`src/rtl/lpif_pkg.sv`:
```
// Shared LPIF definitions: link-state encodings, stall FSM states and the
// flush-state classifier used by the transmit buffer.
package lpif_pkg;

    typedef enum logic [3:0] {
        ST_RESET     = 4'h0,
        ST_ACTIVE    = 4'h1,
        ST_L1        = 4'h4,
        ST_LINKRESET = 4'h9,
        ST_RETRAIN   = 4'hB,
        ST_DISABLED  = 4'hC
    } lpif_state_e;

    typedef enum logic [1:0] {
        RUN,
        DRAIN,
        STALLED
    } stall_fsm_e;

    function automatic logic is_flush_state(input logic [3:0] st);
        return (st == ST_RESET) || (st == ST_LINKRESET) || (st == ST_DISABLED);
    endfunction

endpackage

```
`src/rtl/lpif_tx_fifo.sv`:
```
// Beat FIFO with extra-bit pointers and a synchronous clear; head entry is
// presented combinationally on rdata.
module lpif_tx_fifo #(
    parameter int W     = 8,
    parameter int DEPTH = 4
) (
    input  logic                     clk,
    input  logic                     reset,
    input  logic                     clr,
    input  logic                     push,
    input  logic [W-1:0]             wdata,
    input  logic                     pop,
    output logic [W-1:0]             rdata,
    output logic                     empty,
    output logic [$clog2(DEPTH):0]   count
);
    localparam int AW = $clog2(DEPTH);

    logic [W-1:0] mem [DEPTH];
    logic [AW:0]  wr_ptr, rd_ptr;
    logic         full;
    logic         do_push, do_pop;

    assign empty   = (wr_ptr == rd_ptr);
    assign full    = (wr_ptr[AW] != rd_ptr[AW]) && (wr_ptr[AW-1:0] == rd_ptr[AW-1:0]);
    assign count   = wr_ptr - rd_ptr;
    assign do_push = push && !full && !clr;
    assign do_pop  = pop && !empty && !clr;
    assign rdata   = mem[rd_ptr[AW-1:0]];

    always_ff @(posedge clk or negedge reset) begin
        if (!reset) begin
            wr_ptr <= '0;
            rd_ptr <= '0;
        end else if (clr) begin
            wr_ptr <= '0;
            rd_ptr <= '0;
        end else begin
            if (do_push) wr_ptr <= wr_ptr + 1'b1;
            if (do_pop)  rd_ptr <= rd_ptr + 1'b1;
        end
    end

    always_ff @(posedge clk) begin
        if (do_push) mem[wr_ptr[AW-1:0]] <= wdata;
    end

endmodule

```
`src/rtl/lpif_tx_buffer.sv`:
```
// LPIF transmit buffer: FIFO plus a registered offer stage with irdy/trdy,
// link-state gating/flush and the stall_req/stall_ack handshake.
module lpif_tx_buffer #(
    parameter int NBYTES = 8,
    parameter int DEPTH  = 4
) (
    input  logic                         clk,
    input  logic                         reset,
    input  logic [NBYTES*8-1:0]          s_data,
    input  logic [NBYTES-1:0]            s_valid,
    input  logic                         s_push,
    output logic                         s_ready,
    output logic [NBYTES*8-1:0]          data,
    output logic [NBYTES-1:0]            valid,
    output logic                         irdy,
    input  logic                         trdy,
    input  logic [3:0]                   state_sts,
    input  logic                         stall_req,
    output logic                         stall_ack,
    output logic [$clog2(DEPTH+1)-1:0]   level,
    output logic [31:0]                  tx_beats
);
    import lpif_pkg::*;

    localparam int LW = $clog2(DEPTH + 1);
    localparam int AW = $clog2(DEPTH);

    typedef struct packed {
        logic [NBYTES-1:0]   valid;
        logic [NBYTES*8-1:0] data;
    } beat_t;

    beat_t       s_beat, head_beat, next_beat, out_q;
    logic        fifo_empty;
    logic [AW:0] fifo_count;
    logic        flush, accept, wr, have_beat, offer_ok, load, fifo_push, fifo_pop;
    stall_fsm_e  fsm_q, fsm_d;
    logic [31:0] tx_cnt;

    assign s_beat  = {s_valid, s_data};
    assign flush   = is_flush_state(state_sts);
    assign accept  = irdy && trdy;
    assign level   = LW'(fifo_count) + LW'(irdy);
    assign s_ready = (level < LW'(DEPTH)) && !flush;
    assign wr      = s_push && s_ready;

    // A beat pushed into an empty FIFO goes straight to the offer register,
    // giving one-cycle push-to-irdy latency.
    assign have_beat = !fifo_empty || wr;
    assign offer_ok  = (state_sts == ST_ACTIVE) && !stall_req;
    assign load      = offer_ok && have_beat && (!irdy || trdy);
    assign next_beat = fifo_empty ? s_beat : head_beat;
    assign fifo_push = wr && !(load && fifo_empty);
    assign fifo_pop  = load && !fifo_empty;

    lpif_tx_fifo #(
        .W     (NBYTES*8 + NBYTES),
        .DEPTH (DEPTH)
    ) u_fifo (
        .clk   (clk),
        .reset (reset),
        .clr   (flush),
        .push  (fifo_push),
        .wdata (s_beat),
        .pop   (fifo_pop),
        .rdata (head_beat),
        .empty (fifo_empty),
        .count (fifo_count)
    );

    // Offer register: payload is zeroed whenever nothing is offered.
    always_ff @(posedge clk or negedge reset) begin
        if (!reset) begin
            irdy  <= 1'b0;
            out_q <= '0;
        end else if (flush) begin
            irdy  <= 1'b0;
            out_q <= '0;
        end else if (load) begin
            irdy  <= 1'b1;
            out_q <= next_beat;
        end else if (accept) begin
            irdy  <= 1'b0;
            out_q <= '0;
        end
    end

    assign data  = out_q.data;
    assign valid = out_q.valid;

    always_ff @(posedge clk or negedge reset) begin
        if (!reset) fsm_q <= RUN;
        else        fsm_q <= fsm_d;
    end

    always_comb begin
        fsm_d     = fsm_q;
        stall_ack = 1'b0;
        unique case (fsm_q)
            RUN:     if (stall_req) fsm_d = (irdy && !trdy) ? DRAIN : STALLED;
            DRAIN: begin
                if (!stall_req)         fsm_d = RUN;
                else if (!irdy || trdy) fsm_d = STALLED;
            end
            STALLED: begin
                stall_ack = 1'b1;
                if (!stall_req) fsm_d = RUN;
            end
            default: fsm_d = RUN;
        endcase
    end

    always_ff @(posedge clk or negedge reset) begin
        if (!reset)      tx_cnt <= '0;
        else if (accept) tx_cnt <= tx_cnt + 32'd1;
    end

    assign tx_beats = tx_cnt;

endmodule

```
`config.mk`:
```
export PLATFORM = sky130hd
export DESIGN_NAME = lpif_tx_buffer
export DESIGN_NICKNAME = d
export VERILOG_FILES = /design/src/rtl/lpif_pkg.sv /design/src/rtl/lpif_tx_fifo.sv /design/src/rtl/lpif_tx_buffer.sv
export SDC_FILE = /design/constraint.sdc
export NUM_CORES = 1
export LEC_CHECK = 0
export CAP_MARGIN = 30
export CELL_PAD_IN_SITES_DETAIL_PLACEMENT = 1
export CELL_PAD_IN_SITES_GLOBAL_PLACEMENT = 1
export CORE_MARGIN = 1.5
export CORE_UTILIZATION = 45
export DETAILED_ROUTE_END_ITERATION = 6
export GPL_TIMING_DRIVEN = 0
export PLACE_DENSITY_LB_ADDON = 0.1
export SYNTH_ARGS = -nofsm -noshare
export SYNTH_HDL_FRONTEND = slang
export SYNTH_SLANG_ARGS = --single-unit
```
`constraint.sdc`:
```
create_clock -name clk -period 6.5 [get_ports clk]
set_input_delay 1.625 -clock clk [delete_from_list [all_inputs] [get_ports clk]]
set_output_delay 1.625 -clock clk [all_outputs]
set_load 0.005 [all_outputs]
```
Yosys cells after proc, flatten, opt, wreduce, memory -nomap -nowiden
Memory sizes are Yosys's and may differ from the RTL's.
Index checks and enable logic that the tools add are counted.
{ "totals": {"n_memories": 1, "ff_bits": 113, "in_bits": 81, "mem_bits_rw": 288, "output_inout_bits": 110, "elab_cells": 77} }
{ "memory_table": {"columns": ["name", "depth", "word_bits", "read_ports", "rd_ports_with_merged_regs", "write_ports", "line_no", "source"], "rows": [
  ["u_fifo.mem", 4, 72, 1, 0, 1, "lpif_tx_fifo.sv:19", "logic [W-1:0] mem [DEPTH];"]
]} }
{ "op_classes": {"n_lt_le_gt_ge": 1, "n_addsub": 5, "n_mux": 20, "n_eq_ne": 11, "reduce_logical": 32} }
{ "op_table": {"columns": ["cell", "n"], "rows": [
  ["2-to-1 mux 72 bit", 4],
  ["adder 32 x 1 -> 32 bit, second input constant", 1],
  ["logical AND 1 bit", 15],
  ["2-to-1 mux 3 bit", 4],
  ["2-to-1 mux 2 bit", 5],
  ["== test 4 bit, second input constant", 2],
  ["zero test 1 bit", 7],
  ["adder 3 x 1 -> 3 bit, second input constant", 2],
  ["2-to-1 mux 1 bit", 6],
  ["one-hot mux 2 bit (3 select lines)", 1],
  ["== test 4 x 1 -> 1 bit, second input constant", 1],
  ["zero test 4 bit", 1],
  ["logical OR 1 bit", 4],
  ["!= test 2 bit, second input constant", 2],
  ["nonzero test 2 bit", 2],
  ["adder 3 x 1 -> 3 bit", 1],
  ["== test 3 bit", 1],
  ["< comparator 3 bit, second input constant", 1],
  ["!= test 3 bit, second input constant", 1],
  ["AND reduction 3 bit", 1],
  ["nonzero test 3 bit", 1],
  ["subtractor 3 bit", 1],
  ["== test 2 x 1 -> 1 bit, second input constant", 1],
  ["== test 2 bit", 1],
  ["3 further kinds", 3]
]} }

Depth between registers and ports, before layout
{ "depth": {"depth_word": 16, "ltp_mapped": 11, "mapped_depth_nobuf": 10} }

Modules after synthesis
Synthesis repeated with hierarchy kept, for this count alone.
{ "hier_totals": {"hier_cells": 930, "area_unflattened_um2": 16534.6} }
{ "by_module_without_submodules": {"columns": ["mod", "n_inst", "area_per_inst_um2", "cells_each", "seq_area_each_um2"], "rows": [
  ["lpif_tx_fifo", 1, 10951.8, 438, 8798.4],
  ["lpif_tx_buffer", 1, 5582.9, 492, 2677.6]
]} }

Worst setup path after synthesis
Ideal clock, no wire load.
{ "synth_path": {"kind": "flip-flop to flip-flop", "start": "register u_fifo.rd_ptr[1]", "end": "memory u_fifo.mem[3][0] (netlist name) (enable)", "synth_period_minus_slack_ns": 4.703, "stages_incl_launch_ff": 10, "path_slack_ns": 1.797, "n_path_buf": 2, "setup_ns": 0.440, "arrival_ns": 4.264, "required_time_ns": 6.060, "cell_sequence": "dfrtp_1 -> clkbuf_1 -> clkbuf_1 -> inv_1 -> ha_1 -> fa_1 -> xor2_1 -> xnor2_1 -> a211oi_2 -> and2_1"} }
{ "synth_between": {"elab_chain_len": 15, "elab_cells_between_ends": 20, "classes_between": "add/sub (2); order compare (1); eq/ne (2); mux (2); reduce/logical (13)"} }
{ "synth_lines": {"columns": ["item", "line_no", "source"], "rows": [
  ["from (decl)", "lpif_tx_fifo.sv:20", "logic [AW:0] wr_ptr, rd_ptr;"],
  ["from (signal assigned)", "lpif_tx_fifo.sv:40", "if (do_pop) rd_ptr <= rd_ptr + 1'b1;"],
  ["subtractor 3 bit *", "lpif_tx_fifo.sv:26", "assign count = wr_ptr - rd_ptr;"],
  ["adder 3 x 1 -> 3 bit *", "lpif_tx_buffer.sv:43", "assign level = LW'(fifo_count) + LW'(irdy);"],
  ["net level[2]", "lpif_tx_buffer.sv:20", "output logic [$clog2(DEPTH+1)-1:0] level,"],
  ["< comparator 3 bit *", "lpif_tx_buffer.sv:44", "assign s_ready = (level < LW'(DEPTH)) && !flush;"],
  ["logical AND 1 bit *", "lpif_tx_buffer.sv:44", null],
  ["logical AND 1 bit *", "lpif_tx_buffer.sv:45", "assign wr = s_push && s_ready;"],
  ["logical OR 1 bit", "lpif_tx_buffer.sv:49", "assign have_beat = !fifo_empty || wr;"],
  ["logical AND 1 bit (2 in a row)", "lpif_tx_buffer.sv:51", "assign load = offer_ok && have_beat && (!irdy || trdy);"],
  ["logical AND 1 bit", "lpif_tx_buffer.sv:53", "assign fifo_push = wr && !(load && fifo_empty);"],
  ["zero test 1 bit", "lpif_tx_buffer.sv:53", null],
  ["logical AND 1 bit *", "lpif_tx_buffer.sv:53", null],
  ["logical AND 1 bit * (2 in a row)", "lpif_tx_fifo.sv:27", "assign do_push = push && !full && !clr;"],
  ["2-to-1 mux 1 bit *", "lpif_tx_fifo.sv:45", "if (do_push) mem[wr_ptr[AW-1:0]] <= wdata;"],
  ["2-to-1 mux 1 bit (not written as such) *", "lpif_tx_fifo.sv:45", null],
  ["to (decl)", "lpif_tx_fifo.sv:19", null]
]} }
Mark *: on every way through the listed nets, which the timed path passes. The rest lies on a longest branch.

Worst setup path in the final report
{ "layout_path": {"start": "register u_fifo.rd_ptr[1]", "end": "output port level[2]"} }
{ "layout_between": {"elab_chain_len": 2} }
{ "layout_lines": {"columns": ["item", "line_no"], "rows": [
  ["subtractor 3 bit", "lpif_tx_fifo.sv:26"],
  ["adder 3 x 1 -> 3 bit", "lpif_tx_buffer.sv:43"],
  ["to (decl)", "lpif_tx_buffer.sv:20"]
]} }
Every way passes these cells.

==> results by group <==
Route
  • DR pass1 iterations: 5
  • Total wire length: 37,200 um
  • Antenna viol nets, final: 0
  • WL per Instance: 23.9 um
  • DR DRC count: 0
  • 1st-iter DRT viols: 489
  • Vias post-DR: 8,698
  • Routed vias/inst: 5.59

Floorplan
  • Core footprint: 34,400 um2
  • Cell row count: 68
  • Die Y-Extent: 190 um
  • Io pins: 191
  • Die area: 36,000 um2
  • Die Wd: 190 um
  • Initial Util: 45.6%

Synthesis
  • Main area contributors after synthesis: edfxtp_1 (55%), dfrtp_1 (18%), mux4_2 (10%), a221o_1 (4.6%), and3_1 (3.0%)
  • Register area share after synthesis: 73.2%
  • Count leader, synth: edfxtp_1
  • Post-Syn Area: 15,700 um2
  • Number of warnings issued by yosys: 0
  • Syn_area_per_cell: 19.0 um2
  • Post-synthesis register bit count: 401
  • Most frequent cells after synthesis: edfxtp_1 (288), dfrtp_1 (113), and3_1 (76), a221o_1 (72), mux4_2 (72)
  • Post-synth EDFFs: 288
  • Fraction of registers with async set or reset after synthesis: 28.2%
  • Synth unique cells: 47
  • Yosys top cell by area: edfxtp_1
  • Synth Net Count: 914
  • Post-Syn Instances: 823
  • Top-area cell type share of the netlist area: 55.2%
  • Most used DFF post-synth: edfxtp_1

Critical path
  • Crit-path cells: clkbuf_1 > clkbuf_1 > inv_1 > ha_1 > fa_1 > xor2_1 > xnor2_1 > clkdlybuf4s50_1
  • Startpoint types: register
  • Levels on crit path: 8
  • WP buf/inv: 4
  • CP Max Fanout: 10
  • CP arrival: 4180 ps
  • Worst reg2reg endpoint: u_fifo.mem[3][36]$_DFFE_PP_
  • Crit path max-delay family: buffers and inverters
  • Crit-path slowest cell: clkbuf_1
  • Worst r2r path cells: 10
  • Req. time, crit path: 4880 ps
  • Most used cell, CP: clkbuf_1
  • Critical path's largest stage delay: 630 ps
  • CP Capture Type: primary output
  • R2r setup slk: 1620 ps
  • CP endpoint: level[2]
  • FF-to-FF Start: u_fifo.rd_ptr[1]$_DFFE_PN0P_
  • Critical Path Start: u_fifo.rd_ptr[1]$_DFFE_PN0P_
  • CP Class: reg2out

Clock network
  • Max Root-Sink Buffers: 3
  • Clock-pin slew on the worst setup and hold paths: 60 ps
  • H-tree levels: 2
  • Setup bufs post-CTS: 0
  • Worst-skew pair later-pin latency: 530 ps
  • CTS buffer count: 43
  • Clock sink count: 401
  • Post-CTS Hold Buffers: 0
  • CTS tree: done
  • Root Buffer: clkbuf_16
  • Post-CTS resize count: 0

Placed design
  • Placed Instance Area: 18,300 um2
  • PortBufs: 190
  • GPL Wtd Cong: 0.743
  • DPL Wire Length: 22,900 um
  • Placed cells: 1,475

Job
  • Max_cap viols: 0

GRT
  • Largest net degree at the start of global routing: 69
  • Gr usage total: 21.4%
  • Initial antenna violation count: 2
  • Vias in the first global route: 9,604
  • GR Overflow Total: 0
  • First-pass GRT wire length: 58,100 um

Final layout
  • Fin nets: 1,156
  • Layout cell share with drive strength beyond 1: 16.8%
  • Non-filler cells, final: 1,556
  • Final instance area: 19,700 um2
  • Area Growth Syn to Fin: 25.7%

Pwr
  • Worst vdd ir: 0.191 mV
  • Int Pwr: 5130 uW
  • Gate power share: 17.9%
  • Seq pwr share: 47.5%
  • Clock share of power: 34.6%
  • Pwr per Cell Area: 350 nW/um2
  • Switching share of total power: 25.5%
  • P_leak: 0.00725 uW
  • Final Power: 6890 uW
  • Switching power: 1760 uW

Timing
  • Worst Max-Slew Pin Slew: 900 ps
  • Max Clk Rate: 172 MHz
  • Tmin final: 5800 ps
  • Slew Viols, Final: 0
  • # setup viols final: 0
  • Post-route clock skew: 14.5 ps
  • RSZ-0062 raised after global routing: no
  • Crit share post-route: 89.2%
  • Hold Fails Final Rpt: 0
  • Setup TNS: 0 ps
  • Max-slew headroom: 40.0%

Status
  • Status: complete, no violations

Worst hold path
  • Hold WC Path Type: reg2reg
-- power groups by stage --
stage / clock network, uW / registers [uW] / logic [uW]
floorplan: 0 / 3310 / 636
global placement: 0 / 3350 / 1200
detailed placement: 0 / 3320 / 1260
CTS: 2440 / 3270 / 1270
global route: 2530 / 3300 / 1350
finish: 2380 / 3270 / 1240
-- cell families (layout without fill, tap and decap cells) --
| family | count (synthesis) | in the layout | share of synthesized area, % |
|---|---|---|---|
| xor+xnor | 37 | 37 | 2.07 |
| other cells | 0 | 3 | 0 |
| mux | 75 | 75 | 10.5 |
| flops | 401 | 401 | 73.2 |
| buf+inv | 54 | 329 | 2.04 |
| fa+ha+maj | 10 | 10 | 0.846 |
| compound gates | 81 | 81 | 5.11 |
| simple gates | 165 | 165 | 6.18 |
-- worst min path at each step --
stage                         start                    to  slack (ps)  cells past startpoint
6_report       fsm_q[1]$_DFFE_PN0P_  fsm_q[0]$_DFFE_PN0P_         460                      1
5_1_grt        fsm_q[1]$_DFFE_PN0P_  fsm_q[0]$_DFFE_PN0P_         470                      1
4_1_cts        fsm_q[1]$_DFFE_PN0P_  fsm_q[0]$_DFFE_PN0P_         460                      1
3_5_place_dp   fsm_q[1]$_DFFE_PN0P_  fsm_q[0]$_DFFE_PN0P_         450                      1
3_3_place_gp   fsm_q[1]$_DFFE_PN0P_  fsm_q[0]$_DFFE_PN0P_         440                      1
2_1_floorplan  fsm_q[1]$_DFFE_PN0P_  fsm_q[0]$_DFFE_PN0P_         420                      1
-- through the flow --
step | hold WS (ps) | utilization (%) | worst slack [ps]
final | 459 | 57.3 | 700
after global routing | 473 | 57.3 | 429
after CTS | 458 | 57.3 | 600
after detailed placement | 450 | 53.3 | 1180
after global placement | 442 | 52.8 | -1450
after floorplan | 422 | - | 1800
-- per-layer routing --
layer / track usage [%] / vias to the layer above / part of all wire, %
met5: 0 / - / 0
met4: 5.83 / 0 / 2.2
met3: 4.76 / 58 / 5.8
met2: 34.8 / 226 / 49
met1: 29.2 / 4580 / 43
li1: - / 3834 / -
-- worst reg2reg max path, cell delays in order, from the launching register on --
cell and delay, ps:
dfrtp_1 410, clkbuf_1 610, clkbuf_1 630, inv_1 120, ha_1 370, fa_1 390
xor2_1 290, xnor2_1 190, a211oi_2 490, and2_4 740, buf_12 310
-- flip-flops by register name, indices dropped and copies added (netlist names) --
name           flops
data              64
fsm_q              2
irdy               1
tx_beats          32
u_fifo.mem       288
u_fifo.rd_ptr      3
u_fifo.wr_ptr      3
valid              8
-- cells in the final DEF, fill, tap and decap left out, drive strengths merged, types with 3 or more instances in the layout --
| cell type | count |
|---|---|
| clkdlybuf4s50 | 189 |
| and3 | 76 |
| nand3 | 8 |
| xnor2 | 24 |
| edfxtp | 288 |
| nor3 | 6 |
| clkinvlp | 3 |
| a221o | 72 |
| clkbuf | 85 |
| nor2 | 17 |
| nand2 | 24 |
| clkinv | 10 |
| bufinv | 3 |
| dfrtp | 113 |
| and2 | 6 |
| mux4 | 72 |
| inv | 8 |
| buf | 31 |
| ha | 9 |
| nand4 | 9 |
| or2 | 4 |
| xor2 | 13 |
| nor2b | 4 |
| diode | 3 |
-- area by class of cell --
class | instances | area (um2)
multi-input combinational | 368 | 3890
sequential | 401 | 11500
antenna | 3 | 7.51
clock buffer | 61 | 1200
timing repair buffer | 197 | 2060
fill | 3085 | 14700
buffer | 47 | 293
clock inverter | 17 | 169
inverter | 7 | 26.3
tap | 455 | 569
(Power assumes the default switching activity.)
